<file path="config.mk">
export PLATFORM = sky130hd
export DESIGN_NAME = pp_accum_bank_flat
export DESIGN_NICKNAME = d
export VERILOG_FILES = /design/src/rtl/pp_accum_bank_pkg.sv /design/src/rtl/pp_accum_bank_if.sv /design/src/rtl/pp_accum_bank_entry_reg.sv /design/src/rtl/pp_accum_bank.sv /design/src/flat_wrapper.sv
export SDC_FILE = /design/constraint.sdc
export NUM_CORES = 1
export LEC_CHECK = 0
export BUFFER_PORTS_ARGS = -buffer_cell sky130_fd_sc_hd__buf_2
export CORE_ASPECT_RATIO = 1.4
export CORE_MARGIN = 5
export CORE_UTILIZATION = 61
export DETAILED_ROUTE_END_ITERATION = 8
export PLACE_DENSITY = 0.83
export SLEW_MARGIN = 20
export SYNTH_ARGS = -nofsm -noshare
export SYNTH_HDL_FRONTEND = slang
export SYNTH_HIERARCHICAL = 1
export SYNTH_SLANG_ARGS = --single-unit
</file>
<file path="constraint.sdc">
create_clock -name clk -period 4.61 [get_ports clk]
set_input_delay 0.461 -clock clk [delete_from_list [all_inputs] [get_ports clk]]
set_output_delay 0.461 -clock clk [all_outputs]
set_load 0.01 [all_outputs]
</file>
<file path="src/rtl/pp_accum_bank_pkg.sv">
`default_nettype none
// +---------------------------------------------------------------------------+
// | Module   : pp_accum_bank_pkg                                              |
// | Purpose  : Shared definitions for the partial-product accumulator bank:   |
// |            FSM state encoding and width helper functions.                 |
// | Ports    : none (package)                                                 |
// | Revision : 1.0 - initial parametrised release                             |
// +---------------------------------------------------------------------------+
package pp_accum_bank_pkg;

  // Encoding is fixed; 2'd3 is unreachable and treated as a fault that
  // recovers to FILL with reset values.
  typedef enum logic [1:0] {
    ST_FILL  = 2'd0,
    ST_ACCUM = 2'd1,
    ST_DONE  = 2'd2
  } pp_state_e;

  // Width of the occupancy counter: must represent 0..depth inclusive.
  function automatic int pp_cnt_w(input int depth);
    return $clog2(depth) + 1;
  endfunction

  // Width of the accumulate index: addresses entries 0..depth-1.
  function automatic int pp_idx_w(input int depth);
    return (depth > 1) ? $clog2(depth) : 1;
  endfunction

endpackage
`default_nettype wire

</file>
<file path="src/rtl/pp_accum_bank_if.sv">
`default_nettype none
// +---------------------------------------------------------------------------+
// | Module   : pp_accum_bank_if                                               |
// | Purpose  : Input (partial product) and output (product) handshakes of    |
// |            the accumulator bank.                                          |
// | Ports    : in_valid/in_ready/in_data  - partial-product stream            |
// |            out_valid/out_ready/out_data - product stream                  |
// |            modport master : producer/consumer side (drives in_*, ready)   |
// |            modport slave  : the bank itself                               |
// | Revision : 1.0 - initial parametrised release                             |
// +---------------------------------------------------------------------------+
interface pp_accum_bank_if #(
  parameter int WIDTH = 15,
  parameter int OUT_W = 23
);
  logic             in_valid;
  logic             in_ready;
  logic [WIDTH-1:0] in_data;
  logic             out_valid;
  logic             out_ready;
  logic [OUT_W-1:0] out_data;

  modport master (
    output in_valid, in_data, out_ready,
    input  in_ready, out_valid, out_data
  );

  modport slave (
    input  in_valid, in_data, out_ready,
    output in_ready, out_valid, out_data
  );
endinterface
`default_nettype wire

</file>
<file path="src/rtl/pp_accum_bank_entry_reg.sv">
`default_nettype none
// +---------------------------------------------------------------------------+
// | Module   : pp_entry_reg                                                   |
// | Purpose  : One WIDTH-bit storage entry of the partial-product bank.       |
// | Ports    : clk  - rising-edge clock                                       |
// |            rst  - asynchronous active-low reset (entry -> 0)              |
// |            i_en - load enable                                             |
// |            i_d  - load data                                               |
// |            o_q  - stored value                                            |
// | Revision : 1.0 - initial parametrised release                             |
// +---------------------------------------------------------------------------+
module pp_entry_reg #(
  parameter int WIDTH = 15
) (
  input  wire logic             clk,
  input  wire logic             rst,
  input  wire logic             i_en,
  input  wire logic [WIDTH-1:0] i_d,
  output logic      [WIDTH-1:0] o_q
);

  logic [WIDTH-1:0] q_q;

  always_ff @(posedge clk or negedge rst) begin
    if (!rst) begin
      q_q <= '0;
    end else if (i_en) begin
      q_q <= i_d;
    end
  end

  assign o_q = q_q;

endmodule
`default_nettype wire

</file>
<file path="src/rtl/pp_accum_bank.sv">
`default_nettype none
// +---------------------------------------------------------------------------+
// | Module   : pp_accum_bank                                                  |
// | Purpose  : Buffers DEPTH signed partial products, then shift-adds them    |
// |            (entry i weighted 2^i) into one signed OUT_W-bit product.      |
// | Ports    : clk   - rising-edge clock                                      |
// |            rst   - asynchronous active-low reset                          |
// |            clear - synchronous flush                                      |
// |            bus   - in/out valid-ready handshakes (slave modport)          |
// |            busy  - high while accumulating or holding a product           |
// |            count - number of stored entries, 0..DEPTH                     |
// | Revision : 1.0 - initial parametrised release                             |
// +---------------------------------------------------------------------------+
module pp_accum_bank
  import pp_accum_bank_pkg::*;
#(
  parameter int WIDTH = 15,
  parameter int DEPTH = 8,
  parameter int OUT_W = WIDTH + DEPTH,
  parameter int CNT_W = pp_cnt_w(DEPTH)
) (
  input  wire logic             clk,
  input  wire logic             rst,
  input  wire logic             clear,
  pp_accum_bank_if.slave        bus,
  output logic                  busy,
  output logic      [CNT_W-1:0] count
);

  localparam int IDX_W = pp_idx_w(DEPTH);

  pp_state_e        state_q,     state_d;
  logic [CNT_W-1:0] count_q,     count_d;
  logic [IDX_W-1:0] k_q,         k_d;
  logic [OUT_W-1:0] acc_q,       acc_d;
  logic [OUT_W-1:0] out_data_q,  out_data_d;
  logic             out_valid_q, out_valid_d;
  logic             in_ready_q,  in_ready_d;
  logic             busy_q,      busy_d;

  logic [WIDTH-1:0] entry_q [DEPTH];
  logic [DEPTH-1:0] entry_we;
  logic [WIDTH-1:0] entry_din;
  logic [WIDTH-1:0] entry_sel;
  logic [OUT_W-1:0] addend;
  logic             flush;

  for (genvar gi = 0; gi < DEPTH; gi++) begin : g_entry
    pp_entry_reg #(
      .WIDTH (WIDTH)
    ) u_entry (
      .clk  (clk),
      .rst  (rst),
      .i_en (entry_we[gi]),
      .i_d  (entry_din),
      .o_q  (entry_q[gi])
    );
  end

  // Sign-extend the selected entry to full width, then weight it by 2^k.
  assign entry_sel = entry_q[k_q];
  assign addend    = {{(OUT_W-WIDTH){entry_sel[WIDTH-1]}}, entry_sel} << k_q;

  always_comb begin
    state_d     = state_q;
    count_d     = count_q;
    k_d         = k_q;
    acc_d       = acc_q;
    out_data_d  = out_data_q;
    out_valid_d = out_valid_q;
    in_ready_d  = in_ready_q;
    busy_d      = busy_q;
    entry_we    = '0;
    entry_din   = bus.in_data;
    flush       = 1'b0;

    if (clear) begin
      flush = 1'b1;
    end else begin
      case (state_q)
        ST_FILL: begin
          if (bus.in_valid) begin
            for (int i = 0; i < DEPTH; i++) begin
              entry_we[i] = (count_q == CNT_W'(i));
            end
            count_d = count_q + CNT_W'(1);
            if (count_q == CNT_W'(DEPTH - 1)) begin
              state_d    = ST_ACCUM;
              acc_d      = '0;
              k_d        = '0;
              in_ready_d = 1'b0;
              busy_d     = 1'b1;
            end
          end
        end
        ST_ACCUM: begin
          acc_d = acc_q + addend;
          k_d   = k_q + IDX_W'(1);
          if (k_q == IDX_W'(DEPTH - 1)) begin
            state_d     = ST_DONE;
            out_data_d  = acc_q + addend;
            out_valid_d = 1'b1;
          end
        end
        ST_DONE: begin
          // Entries are left as-is; the next fill overwrites them.
          if (bus.out_ready) begin
            state_d     = ST_FILL;
            count_d     = '0;
            out_valid_d = 1'b0;
            in_ready_d  = 1'b1;
            busy_d      = 1'b0;
          end
        end
        default: begin
          flush = 1'b1;
        end
      endcase
    end

    // Flush reproduces the complete reset state, including zeroed entries.
    if (flush) begin
      state_d     = ST_FILL;
      count_d     = '0;
      k_d         = '0;
      acc_d       = '0;
      out_data_d  = '0;
      out_valid_d = 1'b0;
      in_ready_d  = 1'b1;
      busy_d      = 1'b0;
      entry_we    = '1;
      entry_din   = '0;
    end
  end

  always_ff @(posedge clk or negedge rst) begin
    if (!rst) begin
      state_q     <= ST_FILL;
      count_q     <= '0;
      k_q         <= '0;
      acc_q       <= '0;
      out_data_q  <= '0;
      out_valid_q <= 1'b0;
      in_ready_q  <= 1'b1;
      busy_q      <= 1'b0;
    end else begin
      state_q     <= state_d;
      count_q     <= count_d;
      k_q         <= k_d;
      acc_q       <= acc_d;
      out_data_q  <= out_data_d;
      out_valid_q <= out_valid_d;
      in_ready_q  <= in_ready_d;
      busy_q      <= busy_d;
    end
  end

  assign bus.in_ready  = in_ready_q;
  assign bus.out_valid = out_valid_q;
  assign bus.out_data  = out_data_q;
  assign busy          = busy_q;
  assign count         = count_q;

endmodule
`default_nettype wire

</file>
<file path="src/flat_wrapper.sv">
// flat-port wrapper written by rule: the top's interface ports become plain ports
module pp_accum_bank_flat import pp_accum_bank_pkg::*;
#(
  parameter int WIDTH = 15,
  parameter int DEPTH = 8,
  parameter int OUT_W = WIDTH + DEPTH,
  parameter int CNT_W = pp_cnt_w(DEPTH)
)
  (clk, rst, clear, busy, count, bus_in_valid, bus_in_data, bus_out_ready, bus_in_ready, bus_out_valid, bus_out_data);
  pp_accum_bank_if #(.WIDTH(WIDTH), .OUT_W(OUT_W)) bus_i ();
  input  wire logic clk;
  input  wire logic rst;
  input  wire logic clear;
  output logic busy;
  output logic      [CNT_W-1:0] count;
  input wire logic [$bits(bus_i.in_valid)-1:0] bus_in_valid;
  input wire logic [$bits(bus_i.in_data)-1:0] bus_in_data;
  input wire logic [$bits(bus_i.out_ready)-1:0] bus_out_ready;
  output wire logic [$bits(bus_i.in_ready)-1:0] bus_in_ready;
  output wire logic [$bits(bus_i.out_valid)-1:0] bus_out_valid;
  output wire logic [$bits(bus_i.out_data)-1:0] bus_out_data;
  assign bus_i.in_valid = bus_in_valid;
  assign bus_i.in_data = bus_in_data;
  assign bus_i.out_ready = bus_out_ready;
  assign bus_in_ready = bus_i.in_ready;
  assign bus_out_valid = bus_i.out_valid;
  assign bus_out_data = bus_i.out_data;
  pp_accum_bank #(.WIDTH(WIDTH), .DEPTH(DEPTH), .OUT_W(OUT_W), .CNT_W(CNT_W)) u_core (.clk(clk), .rst(rst), .clear(clear), .bus(bus_i), .busy(busy), .count(count));
endmodule
</file>
==> results of run 1 <==
-- cells in the final DEF, fill, tap and decap left out, drive strengths merged, types with 12 or more instances in the layout --
cell / synthesis / layout
mux2: 129 / 129
and2: 18 / 18
inv: 20 / 27
o31ai: 20 / 20
nand2: 91 / 91
ha: 33 / 33
mux4: 22 / 22
clkbuf: 27 / 17
nor2: 35 / 35
buf: 23 / 58
dfrtp: 177 / 177
o21ai: 41 / 41
mux2i: 19 / 19
a21o: 12 / 12
a21oi: 38 / 38
a22o: 19 / 19
xnor2: 12 / 12
-- through the flow --
step                util (%)  instance area [um^2]  setup WS, ns
floorplan                  -                  9830         0.719
global placement        62.6                 10000         0.617
detailed placement      62.6                 10000         0.529
CTS                     66.3                 10600         0.457
global route            66.3                 10600         0.112
finish                  66.3                 10600         0.429
-- worst max-delay path, stage by stage, from the launching register on --
cell and delay, ns:
dfrtp_2 0.65, buf_4 0.50, mux4_2 0.37, mux2i_1 0.20
nand2b_1 0.14, a31oi_1 0.11, mux2_2 0.32, ha_1 0.38
a21oi_1 0.20, o21bai_1 0.11, inv_1 0.08, o21ai_0 0.13
or3_4 0.42, a2111o_1 0.40, o21ai_1 0.07
-- synthesized netlist by cell type (2+ instances only) --
| cell type | count | area [um^2] |
|---|---|---|
| xor2_1 | 8 | 70.1 |
| buf_6 | 9 | 101 |
| nand2_1 | 91 | 342 |
| nand3_1 | 6 | 30.0 |
| xnor2_1 | 12 | 105 |
| a31oi_1 | 6 | 37.5 |
| inv_2 | 2 | 7.51 |
| a21o_1 | 12 | 90.1 |
| a21oi_1 | 38 | 190 |
| buf_1 | 2 | 7.51 |
| o22ai_1 | 2 | 12.5 |
| o31ai_1 | 20 | 150 |
| clkbuf_1 | 27 | 101 |
| dfrtp_1 | 177 | 4430 |
| ha_1 | 33 | 413 |
| nor3_1 | 6 | 30.0 |
| mux2_2 | 48 | 541 |
| a22o_1 | 19 | 166 |
| mux4_2 | 22 | 495 |
| o21bai_1 | 3 | 22.5 |
| o311ai_0 | 3 | 26.3 |
| buf_12 | 8 | 160 |
| nor2_1 | 35 | 131 |
| o21ai_0 | 40 | 200 |
| buf_2 | 4 | 20.0 |
| and2_1 | 18 | 113 |
| nand4_1 | 10 | 62.6 |
| inv_1 | 18 | 67.6 |
| a211oi_1 | 4 | 30.0 |
| mux2i_1 | 19 | 190 |
| or2_2 | 3 | 18.8 |
| mux2_4 | 81 | 1220 |
| o211ai_1 | 4 | 30.0 |
| nand2b_1 | 4 | 25.0 |
| o41ai_1 | 2 | 17.5 |
-- per-layer routing --
layer	global-route usage (%)	share of wire [%]
met5	0	0
met2	42.9	51
met4	11.1	3.3
met1	31.9	41
met3	4.55	4.4
-- sequential cells by signal (all words and copies together) (netlist names) --
name and cells:
u_core/bus.in_ready 1, u_core/busy 1, u_core/g_entry.u_entry/o_q 120, u_core/bus.out_valid 1, u_core/bus.out_data 23, u_core/k_q 3
u_core/acc_q 23, u_core/state_q 2, u_core/count 4
-- area by class of cell --
| cell class | count | area share, % |
|---|---|---|
| timing repair buffer | 58 | 3.12 |
| multi-input combinational | 565 | 46.3 |
| inverter | 20 | 0.706 |
| tap | 199 | 2.34 |
| clock inverter | 14 | 1.57 |
| clock buffer | 17 | 4.00 |
| sequential | 178 | 41.9 |
-- cells by family (layout without fill, tap and decap cells) --
| kind of cell | Yosys count | after routing | share of synthesized area [%] |
|---|---|---|---|
| AND/OR/NAND/NOR | 179 | 179 | 8.12 |
| adder cells (fa/ha/maj) | 34 | 34 | 4.41 |
| AO/OA/AOI/OAI | 162 | 162 | 10.7 |
| flip-flops | 178 | 178 | 45.3 |
| buffers and inverters | 70 | 109 | 4.74 |
| multiplexers | 170 | 170 | 24.9 |
| XOR/XNOR | 20 | 20 | 1.78 |
-- how the worst max path moves through the flow --
| stage | cells past startpoint | slack (ns) | end | from |
|---|---|---|---|---|
| CTS | 15 | 0.46 | u_core/acc_q[22] | u_core/k_q[1] |
| global route | 14 | 0.11 | u_core/acc_q[22] | u_core/k_q[1] |
| floorplan | 13 | 0.72 | u_core/acc_q[22] | u_core/k_q[1] |
| detailed placement | 11 | 0.53 | u_core/acc_q[22] | u_core/k_q[1] |
| global placement | 11 | 0.62 | u_core/acc_q[22] | u_core/k_q[1] |
| finish | 14 | 0.43 | u_core/acc_q[22] | u_core/k_q[1] |
-- where the power goes --
part / internal (W) / switching [W] / total, W
Clock: 0.000772 / 0.000676 / 0.00145
Sequential: 0.00190 / 0.000234 / 0.00213
Combinational: 0.000917 / 0.00113 / 0.00204
Total: 0.00359 / 0.00203 / 0.00563
==> summary.md, run 1 <==
| Metric | Value |
|---|---|
| Status | complete, no violations |
| Fraction of registers with async set or reset after synthesis | between 90% and 100% |
| Die height | 160 um |
| Setup TNS | 0 ns |
| Flip-flop and latch area | 0.00446 mm^2 |
| Clk root buf | clkbuf_16 |
| Relative slew slack | 25.4% |
| Grt ovf | 0 |
| Cells after synthesis | 813 |
| Detail Route Antenna Nets | 0 |
| Data required, critical path | roughly 5 ns |
| Reg2Reg Setup Slack | 0.43 ns |
| Gp weighted congestion | 0.925 |
| Final wirelength | roughly 23 mm |
| Fmax | 239 MHz |
| Worst Tran Pin Value | 1.12 ns |
| # clock sinks | 178 |
| Period utilisation layout | between 90 and 100% |
| Worst Path Arrival | around 4.5 ns |
| EDFF count, synth | 0 |
| Drt via density | 6.31 |
| Post-CTS Hold Fix Bufs | 0 |
| Total power | 0.00563 W |
| All-Layer GR Usage | 25.6% |
| Final hold violation count | 0 |
| DRT iter0 DRCs | between 500 and 600 |
| Leakage Power | 5.07 nW |
| Vias in the first global route | 6,983 |
| Top FF cell, synth | dfrtp_1 |
| Placeable Area | between 0.015 and 0.02 mm^2 |
| Crit Path Category | flop to flop |
| WL per Instance | 21.9 um |
| Area growth from synthesis to layout | 8.16% |
| Initial core utilization | 61.3% |
| Synth cell types | 52 |
| Initial antenna violation count | 0 |
| Fin nets | about 890 |
| Critical Path Fanout Max | 34 |
| Worst-path clk slew | 0.07 ns |
| Reg2reg start | u_core/k_q[1] |
| Final setup fails | 0 |
| Critical path startpoint category | flop |
| Fillcell total | 1,172 |
| Setup Fix Bufs, Post-CTS | 0 |
| Maximum vdd drop | 0.311 mV |
| Syn Nets | 867 |
| Vias | 6,636 |
| Cell Area, Synth | just under 0.01 mm^2 |
| Dpl cells | 1,020 |
| DP HPWL | 15.5 mm |
| Worst Setup End Kind | flop |
| Yosys warning count | 6 |
| Reg2reg end | u_core/acc_q[22] |
| Synth Area per Inst | 12.1 um^2 |
| Insertion delay to the later sink of the worst-skew pair | around 0.42 ns |
| CTS buffer count | 17 |
| Worst hold slack | around 0.15 ns |
| Top-Level Pins | 50 |
| Min-Delay Path Class | input pin to asynchronous set/reset pin |
| R2R cell count | 14 |
| CTS max path bufs | 2 |
| Pwr dens | 529 mW/mm^2 |
| TritonRoute pass-1 iters | 5 |
| First-pass GRT wire length | 37.2 mm |
| H-tree depth | 4 |
| Fraction of layout cells with a size suffix above 1 | 29.7% |
| Max_cap viols | 0 |
| CTS tree | built |
| Area of the multi-input gates | 0.00492 mm^2 |
| Post-CTS resize count | 0 |
| Post-synthesis sequential area ratio | between 40% and 50% |
| Non-Filler Instances | 1,051 |
| Port Buf Inserts | 49 |
| # DRC | 0 |
| Largest net degree at the start of global routing | 105 |
| Max Slew Vio Count | 0 |
| Fin crit period | about 4.2 ns |
| Rows | 55 |
| ANT cells | 0 |
| Clock skew | just under 0.01 ns |
| Synthesis-stage register bit count | 178 |
| Die area | 0.0188 mm^2 |
| RSZ-0062 raised after global routing | no |
| Die Span X | ~120 um |
No activity file was read; power rests on OpenSTA's default activity.
==> run 2: changes to the inputs <==
Settings changed: CORE_MARGIN 5 to 2, CTS_CLUSTER_SIZE set to 24.
==> run 2 against run 1 <==
Worst hold slack worse by 0.13 ns. Non-clock buffer count up 1. Highest routed layer unchanged. Clock skew up 0.0078 ns. Routed wire length down 0.54%. Combinational power about the same. Die area down 8.7%. Clock-buffer cell count up 3.
==> summary.md, run 2 (synthesized netlist as in run 1, its figures left out) <==
| Metric | Value |
|---|---|
| Status | complete, no violations |
| Fillcell total | 1,101 (-6.1%) |
| Critical Path Fanout Max | 20 (-41%) |
| Most frequent CP cell | o21ai_0 |
| Largest net degree at the start of global routing | 108 (+2.9%) |
| Worst path max stage delay | 0.71 ns (+0.06 ns) |
| Maximum vdd drop | 0.328 mV (+5.5%) |
| Post-CTS Hold Fix Bufs | 0 (unchanged) |
| Top-Level Pins | 50 (unchanged) |
| R2R cell count | 15 (+1) |
| Gp weighted congestion | 0.940 (+1.5%) |
| Vias | 6,574 (-0.93%) |
| Worst Tran Pin Value | 1.10 ns (-0.0138 ns) |
| Most frequent cells in the layout | 175 x dfrtp_1, 91 x nand2_1, 81 x mux2_4, 48 x buf_2, 48 x mux2_2 |
| TritonRoute pass-1 iters | 5 (unchanged) |
| Insertion delay to the later sink of the worst-skew pair | 0.44 ns (+0.02 ns) |
| Die area | 0.0172 mm^2 (-8.7%) |
| Die height | 154 um (-3.7%) |
| Grt ovf | 0 (unchanged) |
| First-pass GRT wire length | 37.1 mm (-0.13%) |
| Min-Delay Path Class | input pin to asynchronous set/reset pin |
| Reg2reg start | u_core/k_q[1] |
| Fin crit period | 4.15 ns (-0.0282 ns) |
| Post-CTS resize count | 0 (unchanged) |
| CTS tree | built |
| Worst Path Buf+Inv | 1 (-1) |
| Final hold violation count | 0 (unchanged) |
| Reg2Reg Setup Slack | 0.46 ns (+0.03 ns) |
| Placeable Area | 0.0157 mm^2 (-2.2%) |
| Final Util | 68.0% (+1.7 points) |
| Vias in the first global route | 6,722 (-3.7%) |
| Pwr dens | 531 mW/mm^2 (+0.38%) |
| Final wirelength | 22.9 mm (-0.54%) |
| Port Buf Inserts | 49 (unchanged) |
| Relative slew slack | 26.3% (+0.92 points) |
| Slowest stage cell, crit path | dfrtp_2 |
| Max reg flops | 120 (unchanged) |
| Setup Fix Bufs, Post-CTS | 0 (unchanged) |
| Worst Setup End Kind | flop |
| Clock skew | 0.0175 ns (+0.00777 ns) |
| Leakage Power | 5.09 nW (+0.45%) |
| Worst-path cell chain | buf_4 > a21oi_1 > a211oi_1 > o21ai_0 > o211ai_1 > o21ai_0 > o21ai_0 > ha_1 > a21oi_1 > nor3_1 > o311ai_0 > a311oi_1 > or3_4 > a2111o_1 > o21ai_1 |
| # clock sinks | 178 (unchanged) |
| ANT cells | 0 (unchanged) |
| DRT iter0 DRCs | 522 (-12%) |
| Worst Path Arrival | 4.51 ns (-0.02 ns) |
| Met3 usage | 4.35% (-0.20 points) |
| Fin nets | 895 (+0.11%) |
| Period utilisation layout | 90.1% (-0.61 points) |
| Initial core utilization | 62.7% (+1.4 points) |
| DP HPWL | 15.4 mm (-1.2%) |
| Setup TNS | 0 ns (unchanged) |
| CTS buffer count | 17 (unchanged) |
| Drt via density | 6.26 (-0.84%) |
| H-tree depth | 4 (unchanged) |
| Leading cell type in the layout, fill and taps excluded | dfrtp_1 |
| Rows | 54 (-1.8%) |
| Worst hold slack | 0.0241 ns (-0.126 ns) |
| Max_cap viols | 0 (unchanged) |
| Met2 usage in global routing | 46.5% (+3.7 points) |
| CTS max path bufs | 2 (unchanged) |
| Final setup fails | 0 (unchanged) |
| Detail Route Antenna Nets | 0 (unchanged) |
| Critical path startpoint category | flop |
| Area growth from synthesis to layout | 8.52% |
| Max Slew Vio Count | 0 (unchanged) |
| GRT busiest layer | met2 |
| Crit Path Category | flop to flop |
| Fraction of layout cells with a size suffix above 1 | 29.9% (+0.16 points) |
| All-Layer GR Usage | 27.6% (+2.1 points) |
| Fmax | 241 MHz (+0.68%) |
| WL per Instance | 21.8 um (-0.44%) |
| Global Route met1 Usage | 35.1% (+3.2 points) |
| # DRC | 0 (unchanged) |
| Worst-path clk slew | 0.07 ns (about the same) |
| Cell family with most CP delay | compound AO/OA/AOI/OAI gates |
| Die Span X | 111 um (-5.1%) |
| RSZ-0062 raised after global routing | no |
| Clk root buf | clkbuf_16 |
| Data required, critical path | 4.96 ns (about the same) |
| Initial antenna violation count | 0 (unchanged) |
| Reg2reg end | u_core/acc_q[22] |
==> run 2: cell count changes in the layout (fill, tap and decap cells not counted), sizes merged <==
cell / before / now
bufinv: 1 / 2
inv: 27 / 25
clkinv: 4 / 3
buf: 58 / 59
clkbuf: 17 / 20
==> run 2: through the flow <==
| stage | area (um^2) | worst slack, ns | instances | total power, W |
|---|---|---|---|---|
| after CTS | 10700 | 0.501 | 1050 | 0.00567 |
| after floorplan | 9830 | 0.719 | 813 | 0.00363 |
| after global placement | 10100 | 0.635 | 1018 | 0.00410 |
| after detailed placement | 10100 | 0.546 | 1018 | 0.00415 |
| after global routing | 10700 | 0.109 | 1050 | 0.00595 |
| final | 10700 | 0.458 | 1050 | 0.00567 |
==> run 2: area by class of cell <==
class	count	area, um^2	share of cell area (%)
timing repair buffer	59	352	3.30
tap	196	245	2.30
clock inverter	12	144	1.35
clock buffer	20	467	4.38
inverter	20	75.1	0.704
multi-input combinational	565	4920	46.2
sequential	178	4460	41.8
==> run 2: where the power goes <==
part | switching (W) | internal (W) | leakage, nW
combinational | 0.00111 | 0.000918 | 2.46
sequential | 0.000237 | 0.00190 | 2.33
clock | 0.000644 | 0.000853 | 0.296
==> run 2: per-layer routing <==
| metal | part of all wire, % | vias to the layer above |
|---|---|---|
| met5 | 0 | - |
| met3 | 4.2 | 59 |
| met1 | 41 | 3311 |
| met4 | 4.0 | 0 |
| li1 | - | 2995 |
| met2 | 51 | 209 |
==> run 2: worst max path at each step <==
stage	cells after the start	endpoint	start	slack (ns)
after floorplan	13	u_core/acc_q[22]	u_core/k_q[1]	0.72
after global placement	15	u_core/acc_q[22]	u_core/k_q[1]	0.63
after detailed placement	15	u_core/acc_q[22]	u_core/k_q[1]	0.55
after CTS	15	u_core/acc_q[22]	u_core/k_q[1]	0.50
after global routing	15	u_core/acc_q[22]	u_core/k_q[1]	0.11
final	15	u_core/acc_q[22]	u_core/k_q[1]	0.46
==> run 3: changes to the inputs <==
==> constraint.sdc (replaced) <==
create_clock -name clk -period 4.61 [get_ports clk]
set_input_delay 0.6915 -clock clk [delete_from_list [all_inputs] [get_ports clk]]
set_output_delay 0.6915 -clock clk [all_outputs]
set_load 0.01 [all_outputs]
==> run 3 against run 2 <==
Non-clock buffer count stayed put. Register-to-register slack gained 0.09 ns. Clock power increased by 11%. Die area did not move. Power increased by 3.0%. Maximum frequency is 2.1% higher. Sequential power about the same. Combinational power about the same. First-iteration DRC count down 15%. Utilization grew 0.33 points. Worst hold slack gained 0.35 ns.
==> summary.md, run 3 (synthesized netlist as in run 1, its figures left out) <==
| Metric | Value |
|---|---|
| Status | complete, no violations |
| R2R cell count | 14 (-1) |
| Max Slew Vio Count | 0 (unchanged) |
| Drt via density | 6.32 (+1.0%) |
| DP HPWL | 15.4 mm (about the same) |
| Worst Setup End Kind | flop |
| Data required, critical path | 4.97 ns (about the same) |
| # clock sinks | 178 (unchanged) |
| Area growth from synthesis to layout | 9.04% |
| CTS buffer count | 17 (unchanged) |
| Placeable Area | 0.0157 mm^2 (unchanged) |
| Non-Filler Instances | 1,050 (unchanged) |
| Reg2Reg Setup Slack | 0.54 ns (+0.09 ns) |
| Dpl cells | 1,018 (unchanged) |
| Gp weighted congestion | 0.935 (-0.47%) |
| Rows | 54 (unchanged) |
| # DRC | 0 (unchanged) |
| Maximum vdd drop | 0.241 mV (-27%) |
| Clk root buf | clkbuf_16 |
| CTS max path bufs | 2 (unchanged) |
| Worst Path Arrival | 4.43 ns (-0.08 ns) |
| Final setup fails | 0 (unchanged) |
| H-tree depth | 4 (unchanged) |
| Initial antenna violation count | 0 (unchanged) |
| Die area | 0.0172 mm^2 (unchanged) |
| Fraction of layout cells with a size suffix above 1 | 29.9% (unchanged) |
| Crit Path Category | flop to flop |
| Setup TNS | 0 ns (unchanged) |
| Fillcell total | 1,096 (-0.45%) |
| Total power | 0.00584 W (+3.0%) |
| Critical Path Fanout Max | 29 (+45%) |
| Port Buf Inserts | 49 (unchanged) |
| Fin nets | 895 (unchanged) |
| All-Layer GR Usage | 27.9% (+0.24 points) |
| DRT iter0 DRCs | 442 (-15%) |
| Max reg flops | 120 (unchanged) |
| Fin crit period | 4.07 ns (-0.0857 ns) |
| Relative slew slack | 25.0% (-1.3 points) |
| Die height | 154 um (unchanged) |
| WL per Instance | 22.0 um (+0.90%) |
| ANT cells | 0 (unchanged) |
| CTS tree | built |
| Leakage Power | 5.12 nW (+0.53%) |
| Final wirelength | 23.1 mm (+0.90%) |
| Worst hold slack | 0.374 ns (+0.350 ns) |
| Worst Tran Pin Value | 1.12 ns (+0.0200 ns) |
| Period utilisation layout | 88.2% (-1.9 points) |
| Top-Level Pins | 50 (unchanged) |
| Max_cap viols | 0 (unchanged) |
| Grt ovf | 0 (unchanged) |
| Pwr dens | 545 mW/mm^2 (+2.5%) |
| Post-CTS Hold Fix Bufs | 0 (unchanged) |
| Final hold violation count | 0 (unchanged) |
| Leading cell type in the layout, fill and taps excluded | dfrtp_1 |
| Fmax | 246 MHz (+2.1%) |
| Vias | 6,641 (+1.0%) |
| Setup Fix Bufs, Post-CTS | 0 (unchanged) |
| Worst-path clk slew | 0.07 ns (about the same) |
| Min-Delay Path Class | input pin to asynchronous set/reset pin |
| Post-CTS resize count | 0 (unchanged) |
| Initial core utilization | 62.7% (unchanged) |
| TritonRoute pass-1 iters | 5 (unchanged) |
| Detail Route Antenna Nets | 0 (unchanged) |
| First-pass GRT wire length | 37.4 mm (+0.85%) |
| Critical path startpoint category | flop |
| Vias in the first global route | 6,886 (+2.4%) |
| Die Span X | 111 um (unchanged) |
| RSZ-0062 raised after global routing | no |
| Largest net degree at the start of global routing | 102 (-5.6%) |
| Most frequent cells in the layout | 175 x dfrtp_1, 91 x nand2_1, 81 x mux2_4, 48 x buf_2, 48 x mux2_2 |
| Clock skew | 0.0116 ns (-0.00582 ns) |
| Insertion delay to the later sink of the worst-skew pair | 0.43 ns (about the same) |
-- run 3: path summary, 6_finish.rpt --
path                                    startpoint                          endpoint
max                                  u_core/k_q[1]                  u_core/acc_q[22]
min                                            rst  u_core/g_entry[3].u_entry/o_q[2]
max reg2reg                          u_core/k_q[1]                  u_core/acc_q[22]
min reg2reg                u_core/bus.out_data[21]           u_core/bus.out_data[21]
max in group asynchronous                      rst                  u_core/acc_q[14]
min in group clk           u_core/bus.out_data[21]           u_core/bus.out_data[21]
-- run 3: area by class of cell --
cell class,count,area (um^2),area share (%)
inverter,20,75.1,0.701
timing repair buffer,59,339,3.16
clock inverter,14,235,2.20
sequential,178,4460,41.6
clock buffer,18,439,4.10
tap,196,245,2.29
multi-input combinational,565,4920,45.9
-- run 3: worst max-delay path, cell delays in order, from the launching register on --
cell	delay, ns
dfrtp_2	0.50
buf_4	0.45
mux4_2	0.37
mux2i_1	0.20
or2_2	0.15
a31oi_1	0.10
mux2_2	0.30
ha_1	0.42
a21oi_1	0.12
o21bai_1	0.22
inv_1	0.05
o21ai_0	0.34
o21ai_0	0.27
a2111o_1	0.41
o21ai_1	0.07
-- run 3: where the power goes --
part / leakage [nW] / switching, W / internal (W)
Clock: 0.328 / 0.000658 / 0.000997
Combinational: 2.46 / 0.00112 / 0.000918
Sequential: 2.33 / 0.000237 / 0.00190
-- run 3: stage by stage --
step | worst slack (ns) | util [%] | instance area (um^2)
final | 0.543 | 68.4 | 10700
after global routing | 0.295 | 68.4 | 10700
after CTS | 0.602 | 68.4 | 10700
after detailed placement | 0.662 | 64.0 | 10000
after global placement | 0.730 | 64.0 | 10000
after floorplan | 0.719 | - | 9830
-- run 3: routing by layer --
layer	track usage, %	routed length, um
met2	47.8	11700
met4	12.6	971
met5	0	0
met3	4.47	1020
met1	35.1	9340
